### config.mk
export PLATFORM = sky130hd
export DESIGN_NAME = crc8to8_parallel
export DESIGN_NICKNAME = d
export VERILOG_FILES = /design/src/rtl/crc8_pkg.sv /design/src/rtl/crc8to8_parallel.sv
export SDC_FILE = /design/constraint.sdc
export NUM_CORES = 1
export LEC_CHECK = 0
export ABC_CLOCK_PERIOD_IN_PS = 800
export BUFFER_PORTS_ARGS = -buffer_cell sky130_fd_sc_hd__buf_2
export CORE_AREA = 2 2 39 41
export DETAILED_ROUTE_END_ITERATION = 6
export DIE_AREA = 0 0 41 43
export GPL_TIMING_DRIVEN = 0
export PLACE_DENSITY_LB_ADDON = 0.12
export SYNTH_ARGS = -nofsm -noshare
export SYNTH_HDL_FRONTEND = slang
export SYNTH_SLANG_ARGS = --single-unit
### constraint.sdc
create_clock -name vclk -period 0.8
set_input_delay 0.08 -clock vclk [all_inputs]
set_output_delay 0.08 -clock vclk [all_outputs]
set_load 0.01 [all_outputs]
### src/rtl/crc8_pkg.sv
// rtl/crc8_pkg.sv - shared types and constants for the CRC-8 frame checker
package crc8_pkg;

    // Frame checker states: waiting for payload, waiting for CRC byte, presenting result.
    typedef enum logic [1:0] {
        IDLE     = 2'd0,
        WAIT_CRC = 2'd1,
        OUT      = 2'd2
    } crc8_chk_st_e;

    // x^8 + x^5 + x^3 + x^2 + 1, with the implicit x^8 term dropped.
    localparam logic [7:0] CRC8_POLY = 8'h2D;
    localparam logic [7:0] CRC8_INIT = 8'hFF;

endpackage

### src/rtl/crc8to8_parallel.sv
// rtl/crc8to8_parallel.sv - single-byte CRC-8 (poly 0x2D, init 0xFF), MSB first
module crc8to8_parallel
    import crc8_pkg::*;
(
    input  logic [7:0] data_i,
    output logic [7:0] crc_o
);

    logic [7:0] acc;

    // Unrolled MSB-first LFSR over one byte; the init value is folded into the data.
    always_comb begin
        acc = CRC8_INIT ^ data_i;
        for (int i = 0; i < 8; i++) begin
            if (acc[7]) begin
                acc = {acc[6:0], 1'b0} ^ CRC8_POLY;
            end else begin
                acc = {acc[6:0], 1'b0};
            end
        end
        crc_o = acc;
    end

endmodule

# Word-level counts from Yosys, hierarchy flattened
# Cells that the tools add are included.
# op_classes
muxes	8
bitwise	9
# op_table
cell	count
$mux 6	8
$not 4->4	8
$not 8->8	1
# totals
ff_bits	0
inputBits	8

# Depth between registers and ports, before layout
# Gate-level depths: netlist (run 1).
# depth
ltp_word	17
depth_mapped	2

# Worst setup path before layout (run 1)
# Ideal clock, no wire load.
# synth_timing
kind	in2out
startpoint	in data_i[5]
endpoint	out crc_o[5]
t_arrival_ns	0.689
setup_slack_ns	0.031
path_stages	2
path_buffers	0
path_cell_list	xor2_2 > xnor3_1
# synth_between
elab_chain_cells	10
# synth_lines
item	line_no	text
from (decl)	crc8to8_parallel.sv:5	input logic [7:0] data_i,
$not 8->8 (no line) (*)	-	
$mux 6 (*)	crc8to8_parallel.sv:15	if (acc[7]) begin
$mux 6	crc8to8_parallel.sv:15	
$not 4->4 (no line)	-	
$mux 6	crc8to8_parallel.sv:15	
$not 4->4 (no line)	-	
$mux 6 (2 in a row)	crc8to8_parallel.sv:15	
$not 4->4 (no line)	-	
$mux 6 (*)	crc8to8_parallel.sv:15	
to (decl)	crc8to8_parallel.sv:6	output logic [7:0] crc_o
# Every way passes the cells marked *; elsewhere a longest branch is shown, timed or not.

# Worst setup path after layout (run 1)
# layout_timing
startpoint	in data_i[2]
endpoint	out crc_o[5]
# layout_between
elab_chain_cells	10
# layout_lines
item	line_no
$not 8->8 (no line) (*)	-
$not 4->4 (no line)	-
$mux 6 (*) (2 in a row)	crc8to8_parallel.sv:15
$not 4->4 (no line)	-
$mux 6 (*) (3 in a row)	crc8to8_parallel.sv:15
$not 4->4 (no line)	-
$mux 6 (*)	crc8to8_parallel.sv:15
# Marked as above.

==> results of run 1 <==
[stage by stage]
step / worst slack (ps) / cells / hold WS (ps) / TNS (ps) / total power [mW]
6_report: -108.1 / 50 / 494.0 / -264.4 / 0.3952
5_1_grt: -126.8 / 50 / 518.7 / -447.1 / 0.4217
3_3_place_gp: -248.6 / 47 / 477.2 / -911.5 / 0.2787
3_5_place_dp: -249.2 / 47 / 478.4 / -1016 / 0.2796
2_1_floorplan: 31.20 / 15 / 247.7 / 0 / 0.1651
4_1_cts: -117.8 / 50 / 477.3 / -292.3 / 0.3759
[cells in the final DEF, fill, tap and decap left out]
cell type  netlist  layout
buf_8            0       2
xnor2_1         11       5
buf_2            0      10
buf_6            0       5
xor2_4           0       3
xnor2_2          0       6
xnor3_1          1       1
buf_4            0       2
[worst max-delay path: stages]
cell and delay [ps]:
buf_8 100, xor2_4 180, xnor3_1 320, buf_2 150
[worst max-delay path by stage]
stage	from	endpoint	slack (ps)
after global routing	data_i[2]	crc_o[5]	-130
after floorplan	data_i[5]	crc_o[5]	30
final	data_i[2]	crc_o[5]	-110
after CTS	data_i[2]	crc_o[5]	-120
after global placement	data_i[5]	crc_o[5]	-250
after detailed placement	data_i[5]	crc_o[5]	-250
[cell type report]
cell class	instances	area (µm²)
fill	152	965.9
multi-input combinational	15	246.5
timing repair buffer	19	151.4
tap	16	20.02
[what timing repair did]
action,4_1_cts,5_1_grt
gates resized for setup,22,4
gates cloned,0,0
setup endpoints to repair,8,8
pin swaps,7,3
buffers inserted,3,0
[where the power goes]
part	switching [mW]	internal [mW]	leakage (nW)
sequential	0	0	0
clock	0	0	0
combinational	0.170	0.226	0.188
[kinds of logic after synthesis]
logic type / share of synthesized area
XOR/XNOR: 1.000
[metal layers]
metal | vias to the layer above | wire length (µm) | part of all wire
met1 | 77 | 153 | 0.33
met5 | - | 0 | 0
met2 | 13 | 236 | 0.52
met4 | 0 | 0 | 0
met3 | 0 | 67 | 0.15
li1 | 83 | - | -
==> impl_results.md, run 1 <==
- Full die area: 0.001763 mm²
- Yosys top cell by area: xnor2_1
- Data arrival, critical path: 830 ps
- HP Class: input port to output port
- Depth of the worst hold-timing path: 3
- PortBufs: 16
- Util after Layout: 0.3020
- Via density: 3.460
- Die width: 41 µm
- Storage element area: 0 µm²
- DR pass1 iterations: 2
- DP Area: 252.7 µm²
- Synth warnings: 0
- Worst-margin pin slew: 250.7 ps
- RSZ-0062 raised after global routing: true
- Post-synth top cells: xnor2_1, xor2_1, xnor3_1, xor2_2
- Status: complete, but fails checks
- Final Hold Fails: 0
- Max_cap viols: 0
- Inserted Diodes: 0
- CLK BUF: 0
- Final WS setup: -108.1 ps
- Routed WL per cell: 9.140 µm
- Startpoint Class: input port
- DRT antenna net count: 0
- Hold path startpoint: data_i[3]
- Vias in the first global route: 169
- Row Count: 14
- Synth area leaders: xnor2_1, xnor3_1, xor2_1, xor2_2
- Layout cell share with drive strength beyond 1: 0.8235
- Cell Pwr Density: 945.7 mW/mm²
- Synth top area share: 0.6311
- Peak fanout along the critical path: 2
- GP Congestion: 0.5388
- Cts hold-fix bufs: 0
- GR Layer Usage met2: 0.09063
- Initial core utilization: 0.1103
- Global route hottest layer: met2
- Initial antenna violation count: 0
- # IOs: 16
- Most common cell in the netlist: xnor2_1
- First-pass GRT wire length: 621 µm
- Rel. slew slack: 0.8317
- Crit Path Category: input port to output port
- Sequential fraction of the synthesis area: 0
- Gr ovfl total: 0
- Fin nets: 44
- Crit share post-route: 1.135
- Worst Path Required: 720 ps
- Critical path endpoint category: output port
- WL final: 457 µm
- FFs & Latches: 0
- Cells after Synth: 15
- Met3 Use GR: 0
- Via count: 173
- DR DRC count: 0
- Min cycle time layout: 908.1 ps
- VDD IR max: 0.0002984 V
- Synthesis-to-layout area growth: 173.8%
- Finished Cell Area: 417.9 µm²
- Height of the chip: 43 µm
- Fmax: 1101 MHz
- Yosys cell types: 4
- Pleak: 0.1884 nW
- Pins Over Slew Limit: 0
- Largest net degree at the start of global routing: 4
- Core area: 0.001384 mm²
- Syn_nets: 23
- Final setup fails: 6
- Hold EP: crc_o[0]
- Failing checks: setup timing
- Total global-route track usage: 0.04829
- GR Util met1: 0.06149
- Synthesized area: 152.6 µm²
- Syn Area/Cell: 10.18 µm²
- Detailed Route Iter0 Violations: 1
Power figures use the tool's default switching activity.
==> inputs of run 2 (changes only) <==
Settings changed: ABC_CLOCK_PERIOD_IN_PS 800 to 1000, SLEW_MARGIN set to 20.
Clock period 0.8 ns to 1 ns, I/O delays scaled along.
==> run 2 against run 1 <==
Net effect: the flow now finishes without violations; final cell count decreased by 2.0%; highest routed layer unchanged; critical path depth is the same; critical endpoint unchanged; global-route usage decreased by 0.42 points; largest power group unchanged; setup slack better by 140 ps; non-clock buffer count down 1; combinational power fell by 35%.
==> impl_results.md, run 2 (synthesis gave the netlist of run 1 again) <==
- Layout cell share with drive strength beyond 1: 0.6364
- Final Hold Slack: 514.9 ps
- RSZ-0062 raised after global routing: false
- HP Class: input port to output port
- Via density: 3.245
- DR DRC count: 0
- DP Area: 252.7 µm²
- Final setup fails: 0
- DR pass1 iterations: 1
- Initial antenna violation count: 0
- Most common cell after layout, fill and taps aside: buf_2
- Startpoint Class: input port
- Peak fanout along the critical path: 2
- CP max-delay cell: xnor3_1
- Util after Layout: 0.2288
- CP peak stage delay: 330 ps
- Pwr Total: 0.2557 mW
- Final WS setup: 28.85 ps
- Storage element area: 0 µm²
- Status: complete, no violations
- GP Congestion: 0.5388
- Placed Cells: 47
- Cts hold-fix bufs: 0
- Synthesis-to-layout area growth: 107.4%
- Detailed Route Iter0 Violations: 0
- Pins Over Slew Limit: 0
- Full die area: 0.001763 mm²
- FFs & Latches: 0
- Fin Setup TNS: 0 ps
- Worst Path Required: 900 ps
- Row Count: 14
- Max_cap viols: 0
- Worst slack at placement: -89.24 ps
- Fin nets: 43
- DRT antenna net count: 0
- CLK BUF: 0
- First-pass GRT wire length: 579 µm
- Commonest non-fill, non-tap cells in the layout: buf_2, xnor2_1, buf_4
- Min cycle time layout: 971.2 ps
- WL final: 420 µm
- Final cell count without fillers: 49
- Total global-route track usage: 0.04413
- Gr ovfl total: 0
- Pleak: 0.1351 nW
- Crit share post-route: 0.9712
- # IOs: 16
- Height of the chip: 43 µm
- Data arrival, critical path: 870 ps
- Cell Pwr Density: 807.8 mW/mm²
- Finished Cell Area: 316.6 µm²
- CP cell instances: buf_6 > xor2_4 > xnor3_1 > buf_2
- Vias in the first global route: 152
- PortBufs: 16
- Final Hold Fails: 0
- Rel. slew slack: 0.8393
- Initial core utilization: 0.1103
- Worst-margin pin slew: 240.9 ps
- Fmax: 1030 MHz
- Via count: 159
- Core area: 0.001384 mm²
- Largest net degree at the start of global routing: 4
- Crit Path Category: input port to output port
- VDD IR max: 0.0002036 V
- Routed WL per cell: 8.571 µm
- Inserted Diodes: 0
- Critical path endpoint category: output port
- Die width: 41 µm
run 2: cell types whose count changed in the layout (fill, tap and decap cells not counted), sizes merged:
cell and change:
buf -1
run 2: path summary, 6_finish.rpt:
kind | endpoint | startpoint | cells after the start
setup / recovery | crc_o[5] | data_i[5] | 4
hold / removal | crc_o[7] | data_i[4] | 3
run 2: what timing repair did:
item,in CTS,in global routing
hold endpoints to repair,0,0
endpoints found under the setup margin,1,4
pin swaps,3,2
buffers inserted,2,0
cloned,0,0
gates resized for setup,4,5
run 2: power breakdown:
part / internal (mW) / switching, mW / total, mW
combinational: 0.137 / 0.119 / 0.256
sequential: 0 / 0 / 0
clock: 0 / 0 / 0
run 2: layout make-up:
class | instances | area (µm²)
well taps | 16 | 20.02
multi-input cells | 15 | 190.2
repair buffers | 18 | 106.4
fillers | 162 | 1067
run 2: layer usage:
layer  track usage  vias up  part of all wire
met1       0.06410       66              0.42
met5             0        -                 0
li1              -       80                 -
met2       0.07500       13              0.43
met4             0        0                 0
met3             0        0              0.15
run 2: critical path: cells and delay by family:
kind,cells,cell delay [ps]
xor+xnor,2,510
buf+inv,2,260
==> inputs of run 3 (changes only) <==
Settings changed: GPL_TIMING_DRIVEN 0 to 1.
==> run 3 against run 2 <==
Net effect: highest routed layer unchanged; die area is the same; setup slack gained 13 ps; cell area grew 7.9%; largest power group unchanged; critical path type unchanged.
==> impl_results.md, run 3 (synthesis gave the netlist of run 1 again) <==
- Placed Cells: 52
- First-pass GRT wire length: 607 µm
- PortBufs: 16
- Via density: 3.308
- Total global-route track usage: 0.04705
- Status: complete, no violations
- Min cycle time layout: 958.4 ps
- Pleak: 0.1516 nW
- Core area: 0.001384 mm²
- Row Count: 14
- Startpoint Class: input port
- Final WS setup: 41.64 ps
- Die width: 41 µm
- Via count: 172
- RSZ-0062 raised after global routing: false
- Worst slack at placement: -3.578 ps
- Logic pwr share: 1.000
- FFs & Latches: 0
- Peak fanout along the critical path: 2
- DP Area: 290.3 µm²
- Crit share post-route: 0.9584
- Crit Path Category: input port to output port
- Cell Pwr Density: 787.9 mW/mm²
- Worst-margin pin slew: 161.3 ps
- Commonest non-fill, non-tap cells in the layout: buf_2, xnor2_1, buf_4
- Storage element area: 0 µm²
- Hold path startpoint: data_i[4]
- Max_cap viols: 0
- Fmax: 1043 MHz
- Final setup fails: 0
- Vias in the first global route: 147
- Worst Path Required: 900 ps
- Height of the chip: 43 µm
- Largest net degree at the start of global routing: 4
- DRT antenna net count: 0
- Most common cell after layout, fill and taps aside: buf_2
- Initial core utilization: 0.1103
- DR DRC count: 0
- Pwr Total: 0.2691 mW
- Final Hold Fails: 0
- Final cell count without fillers: 52
- Hold EP: crc_o[7]
- Detailed Route Iter0 Violations: 0
- HP Class: input port to output port
- Cts hold-fix bufs: 0
- Inserted Diodes: 0
- Depth of the worst hold-timing path: 3
- Internal power: 0.1520 mW
- Fin nets: 46
- DR pass1 iterations: 1
- Critical path endpoint category: output port
- Gr ovfl total: 0
- Clk network pwr share: 0
- Full die area: 0.001763 mm²
- Finished Cell Area: 341.6 µm²
- CLK BUF: 0
- Worst setup startpoint: data_i[5]
- Routed WL per cell: 7.577 µm
- VDD IR max: 0.0002060 V
- Rel. slew slack: 0.8917
- # IOs: 16
- Pins Over Slew Limit: 0
- Data arrival, critical path: 860 ps
- Synthesis-to-layout area growth: 123.8%
- WL final: 394 µm
- Initial antenna violation count: 0
- Layout cell share with drive strength beyond 1: 0.6389
- Sw Ratio: 0.4353
- Sequential share of power: 0
- Switch Pwr: 0.1171 mW
- GP Congestion: 0.5378
## run 3: cell types whose count changed in the layout (fill, tap and decap cells not counted), sizes merged
cell,previous run,this run
buf,18,21
## run 3: what timing repair did
item | CTS | global route
gates resized for setup | 5 | 5
endpoints found under the setup margin | 1 | 1
cloned | 0 | 0
pin swaps | 3 | 2
hold endpoints to repair | 0 | 0
buffers inserted | 0 | 0
## run 3: worst max-delay path by stage
stage and end:
4_1_cts crc_o[5], 3_5_place_dp crc_o[2], 5_1_grt crc_o[5], 2_1_floorplan crc_o[5]
6_report crc_o[5], 3_3_place_gp crc_o[5]
## run 3: power by group through the flow
stage	clock, mW	combinational (mW)	sequential, mW
2_1_floorplan	0	0.132	0
3_3_place_gp	0	0.251	0
3_5_place_dp	0	0.251	0
4_1_cts	0	0.265	0
5_1_grt	0	0.292	0
6_report	0	0.269	0
## run 3: layer usage
| metal | track usage | up-vias | wire length (µm) |
|---|---|---|---|
| met5 | 0 | - | 0 |
| met4 | 0 | 0 | 0 |
| met3 | 0 | 0 | 66 |
| met2 | 0.07500 | 13 | 162 |
| met1 | 0.07325 | 68 | 164 |
| li1 | - | 91 | - |
## run 3: critical path: stages
cell	delay, ps
buf_6	110
xor2_4	180
xnor3_1	320
buf_2	150
## run 3: layout make-up
| class | instances | area [µm²] |
|---|---|---|
| repair buffers | 21 | 138.9 |
| well taps | 16 | 20.02 |
| fillers | 152 | 1042 |
| multi-input cells | 15 | 182.7 |
## run 3: metrics by stage
| step | hold WS, ps | utilization | setup TNS, ps |
|---|---|---|---|
| 2_1_floorplan | 287.7 | - | 0 |
| 3_3_place_gp | 518.6 | 0.2098 | -12.40 |
| 3_5_place_dp | 525.1 | 0.2098 | -3.578 |
| 4_1_cts | 525.5 | 0.2297 | 0 |
| 5_1_grt | 541.1 | 0.2468 | 0 |
| 6_report | 520.4 | 0.2468 | 0 |
